**config.mk**
```make
export PLATFORM = sky130hd
export DESIGN_NAME = main
export DESIGN_NICKNAME = d
export VERILOG_FILES = /design/src/rtl/main.sv
export SDC_FILE = /design/constraint.sdc
export NUM_CORES = 1
export LEC_CHECK = 0
export ABC_AREA = 1
export ABC_CLOCK_PERIOD_IN_PS = 1300
export CAP_MARGIN = 25
export CORE_AREA = 2 2 39 41
export DETAILED_ROUTE_END_ITERATION = 12
export DIE_AREA = 0 0 41 43
export GPL_TIMING_DRIVEN = 1
export HOLD_SLACK_MARGIN = 0.12
export REMOVE_ABC_BUFFERS = 1
export SETUP_SLACK_MARGIN = 0.02
export SYNTH_ARGS = -nofsm -noshare
export SYNTH_HDL_FRONTEND = slang
export SYNTH_SLANG_ARGS = --single-unit
```
**constraint.sdc**
```tcl
create_clock -name clock -period 1.3 [get_ports clock]
set_input_delay 0.39 -clock clock [delete_from_list [all_inputs] [get_ports clock]]
set_output_delay 0.39 -clock clock [all_outputs]
set_load 0.005 [all_outputs]
```
**src/rtl/main.sv**
```systemverilog
// Nine-state ring sequencer: state k advances to k+1 (8 wraps to 0) only
// while its own enable ik is high; y is the registered state code.
module main (
    input  logic       clock,
    input  logic       reset,
    input  logic       i0,
    input  logic       i1,
    input  logic       i2,
    input  logic       i3,
    input  logic       i4,
    input  logic       i5,
    input  logic       i6,
    input  logic       i7,
    input  logic       i8,
    output logic [3:0] y
);

    typedef enum logic [3:0] {
        S0 = 4'd0,
        S1 = 4'd1,
        S2 = 4'd2,
        S3 = 4'd3,
        S4 = 4'd4,
        S5 = 4'd5,
        S6 = 4'd6,
        S7 = 4'd7,
        S8 = 4'd8
    } state_t;

    // Plain 4-bit register so codes 9..15 remain representable and recoverable.
    logic [3:0] state;

    always_ff @(posedge clock or negedge reset) begin
        if (!reset) begin
            state <= S0;
        end else begin
            case (state)
                S0:      if (i0) state <= S1;
                S1:      if (i1) state <= S2;
                S2:      if (i2) state <= S3;
                S3:      if (i3) state <= S4;
                S4:      if (i4) state <= S5;
                S5:      if (i5) state <= S6;
                S6:      if (i6) state <= S7;
                S7:      if (i7) state <= S8;
                S8:      if (i8) state <= S0;
                default: state <= S0;
            endcase
        end
    end

    assign y = state;

endmodule

```
# Yosys cells after proc, flatten, opt, wreduce, memory -nomap -nowiden
# Index checks and enable logic that the tools add are counted.
# Widths: inputs -> output; s select.
[word_totals]
ff_bits = 4
elab_cells = 30
[classes]
mux = 10
reduce_logical = 2
n_eq_ne = 17
[ops]
columns = ["cell", "n"]
rows = [
  ["$mux 4", 9],
  ["$pmux 4 s9", 1],
  ["$ne 2x2->1 const B", 9],
  ["$eq 4x3->1 const B", 4],
  ["$reduce_and 9->1", 1],
  ["$eq 4x2->1 const B", 2],
  ["$eq 4x1->1 const B", 1],
  ["$eq 4x4->1 const B", 1],
  ["$logic_not 4->1", 1],
]

# Depth between registers and ports, before layout
# Gate-level depths: netlist of the first run.
[logic_depth]
depth_word = 3
mapped_depth = 9

# Worst setup path after synthesis of the first run
# Ideal clock, no wire load.
[synth_path]
path_type = "register -> register"
from = "register state[0] (netlist: y[0])"
to = "register state[1] (netlist: y[1])"
t_required_ns = 1.182
path_buffers = 1
setup_ns = 0.118
path_stages_with_launch = 10
period_less_slack_ns = 1.185
arrival_ns = 1.067
setup_slack_ns = 0.115
path_cell_list = "dfrtp_1 -> buf_6 -> nand2_2 -> inv_2 -> nand3_1 -> nand2_2 -> nor2_4 -> nand3_2 -> nand2_1 -> nand2_1"
[synth_between]
elab_chain_len = 3
word_cells_on_any_way = 20
[synth_lines]
columns = ["item", "line", "text"]
rows = [
  ["start, declared", "31", "logic [3:0] state;"],
  ["start signal, assigned", "35", "state <= S0;"],
  ["start signal, assigned", "38", "S0: if (i0) state <= S1;"],
  ["start signal, assigned", "39", "S1: if (i1) state <= S2;"],
  ["$eq 4x4->1, or another cell as far along", "37", "case (state)"],
  ["$ne 2x2->1 (no source line)", "--", ""],
  ["$reduce_and 9->1 (no source line)", "--", ""],
]
# Parallel ways exist; a longest one is shown, timed or not.
# A chain may end at the register's enable or synchronous reset.

# Worst setup path after layout of the first run
[layout_path]
from = "input i1"
to = "register state[2] (netlist: y[2])"
[layout_between]
elab_chain_len = 2
[layout_lines]
columns = ["item", "line", "text"]
rows = [
  ["start, declared", "7", "input logic i1,"],
  ["$ne 2x2->1 (no source line)", "--", ""],
  ["$reduce_and 9->1 (no source line)", "--", ""],
]
# Every way passes these cells.

==> results of run 1 <==
-- final cells by class --
| type | count | area share, % |
|---|---|---|
| timing repair buffer | 24 | 34.5 |
| multi-input combinational | 39 | 37.0 |
| sequential | 4 | 15.4 |
| clock buffer | 3 | 3.47 |
| tap | 16 | 3.08 |
| inverter | 10 | 6.55 |
-- per-layer routing --
layer	routed length (microns)	GRT usage [%]
met3	57	6.81
met2	538	19.7
met5	0	0
met1	379	13.5
met4	0	6.00
-- path summary, 6_finish.rpt --
| path | slack (ns) | startpoint | depth (start not counted) | endpoint |
|---|---|---|---|---|
| worst min-delay path | 0.36 | reset | 1 | y[1] |
| min in group clock | 0.64 | y[2] | 3 | y[2] |
| worst min register to register | 0.64 | y[2] | 3 | y[2] |
| max in group asynchronous | 0.76 | reset | 1 | y[2] |
| worst max-delay path | 0.02 | i1 | 8 | y[2] |
| worst max register to register | 0.06 | y[3] | 9 | y[2] |
-- timing repair --
item / in CTS / in global routing
buffers inserted: 4 / 2
setup endpoints to repair: 8 / 7
pin swaps: 8 / 11
gates resized for setup: 12 / 11
-- per-stage QoR --
stage,power [mW],std cells,hold WS (ns)
4_1_cts,1.26,94,0.361
2_1_floorplan,0.711,53,0.0944
5_1_grt,1.54,96,0.357
3_5_place_dp,1.08,88,0.562
3_3_place_gp,1.07,88,0.561
6_report,1.40,96,0.361
-- layout by cell type, fill, tap and decap left out, drive strengths merged --
master / Yosys / layout
buf: 1 / 10
nand3b: 2 / 2
nand3: 9 / 9
clkbuf: 0 / 3
clkdlybuf4s15: 0 / 3
nor2: 7 / 7
nor3: 2 / 2
dlygate4sd2: 0 / 2
nand4: 4 / 4
clkdlybuf4s50: 0 / 9
inv: 10 / 10
nand2: 15 / 15
dfrtp: 4 / 4
-- power by group through the flow --
stage                     Clock (mW)  Sequential [mW]  Combinational (mW)
after floorplan                    0            0.280               0.431
after global placement             0            0.230               0.841
after detailed placement           0            0.233               0.845
after CTS                      0.159            0.216               0.887
after global routing           0.172            0.226                1.14
final                          0.152            0.219                1.03
-- cell families after synthesis --
kind of cell,Yosys count
buffers and inverters,11
flip-flops,4
AND/OR/NAND/NOR,39
==> summary.md, run 1 <==
| Metric | Value |
|---|---|
| Worst setup path category | `input port to flip-flop` |
| Initial Util | `around a quarter` |
| RSZ-0062 raised after global routing | `yes` |
| Max reg flops | `4` |
| Clock Tree Buf Depth | `2` |
| Post-synthesis adder-cell area fraction | `0%` |
| Count leader, synth | `nand2_1` |
| Vias in the first global route | `approximately 380` |
| Largest family of logic cells by synthesized area | `simple AND/OR/NAND/NOR gates` |
| Outcome | `finished, final reports clean` |
| Worst slack at placement | `-0.225 ns` |
| Gate Count Post-Synth | `54` |
| HPWL Detailed | `around 690 microns` |
| GR Overflow Total | `0` |
| Sw Ratio | `between 40% and 50%` |
| VDD IR max | `slightly below 800 uV` |
| Placed inst area | `between 500 and 600 sq um` |
| Die area | `1760 sq um` |
| Ant. Diodes | `0` |
| Die width | `roughly 40 microns` |
| Clock tree root buffer cell | `clkbuf_4` |
| Layout Nets | `93` |
| Routed WL | `around 980 microns` |
| Post-CTS Hold Buffers | `0` |
| Pins Over Slew Limit | `0` |
| Row count | `14` |
| Post-synth cell types | `14` |
| Mapped Area | `357 sq um` |
| Synth area leaders | `dfrtp_1, nand2_1, nand3_1` |
| Core Util, Final | `~47%` |
| Post-synth EDFFs | `0` |
| Clock transition at path regs | `0.04 ns` |
| Port Buffer Count | `14` |
| Power Internal | `0.770 mW` |
| CP Data Required Time | `between 1 and 1.5 ns` |
| Cts bufs inserted | `3` |
| Register share of total power | `around 16%` |
| Final ANT Viol Nets | `0` |
| Layout area overhead | `82.1%` |
| Layout cell share with drive strength beyond 1 | `37.5%` |
| First-pass GRT wire length | `1.49 mm` |
| CP startpoint kind | `input port` |
| Sw Pwr | `about 0.63 mW` |
| Predominant post-synthesis flop cell | `dfrtp_1` |
| Fin crit share | `between 90% and 100%` |
| Clock power frac | `a little over a tenth` |
| CTS H-Tree Depth | `1` |
| Worst-Margin Slew | `~0.19 ns` |
| CP max stage cell | `clkdlybuf4s50_1` |
| Total number of vias | `~440` |
| Clock skew | `between 0.004 and 0.005 ns` |
| WP data arrival | `around 1.4 ns` |
| Final Wtd Congestion | `0.715` |
| Max Fanout on Critical Path | `5` |
| IO Count | `15` |
| Cell leakage power | `between 0.3 and 0.4 nW` |
| Core area | `1380 sq um` |
| Yosys top cell area share | `between 20% and 30%` |
| Most frequent cells after synthesis | `nand2_1, inv_1, nand3_1` |
| Maxcap violations | `0` |
| Filler cell count | `between 100 and 150` |
| CTS tree | `built` |
| Footprint of the multi-input gates | `around 240 sq um` |
| Sequential area share after synthesis | `between 20 and 30%` |
| Final-report setup violation count | `0` |
| Wire per inst | `slightly above 10 microns` |
| Synth Area in Compound Gates | `0%` |
| Buf/Inv on CP | `2` |
| Synth Area in XOR/XNOR | `0%` |
| Syn. warnings | `0` |
| Vert. Die Dim | `between 40 and 50 microns` |
| Clk Latency, worst-skew pair | `between 0.2 and 0.25 ns` |
| Post-synth ARST share | `100%` |
| Synth Register Bits | `4` |
| Largest stage delay, worst path | `about 0.46 ns` |
| P per Cell Area | `2150 nW/um^2` |
| Drt pass-1 iters | `5` |
| Cell area after layout | `649 sq um` |
| Mux contribution to synthesized area | `0%` |
| DRC | `0` |
| Setup TNS | `0 ns` |
| Critical path's top delay family | `buffers and inverters` |
| Worst Hold Class | `input port to async pin` |
| Clk sinks | `4` |
| Initial antenna violation count | `0` |
| Iter 0 DRT Violations | `11` |
| Combinational fraction of design power | `73.4%` |
| Sequential cell area | `between 100 and 150 sq um` |
| Worst setup margin | `roughly 0.023 ns` |
| Post-layout min period | `between 1 and 1.5 ns` |
| Final Hold Vio Count | `0` |
| Achievable frequency | `783 MHz` |
| Vias per inst | `4.60` |
| Gr usage total | `12.8%` |
| Largest net degree at the start of global routing | `9` |
| Max-slew headroom | `between 80% and 90%` |
| Area leader, netlist | `dfrtp_1` |
| Simple logic cell fraction of the synthesized area | `58.2%` |
| Crit path capture type | `flip-flop` |
| Crit path cell chain | `clkdlybuf4s50_1, inv_1, nand3_1, nand3_2, nand2_2, nand3_2, nand2_1, nand2_1` |
| Synth Area per Inst | `6.60 sq um` |
(Power assumes the default switching activity.)
==> run 2, diff against run 1 <==
Settings changed: GPL_TIMING_DRIVEN 1 to not set.
==> results of run 2 <==
Same layout as run 1: the final DEF is identical, and so are final timing and power.
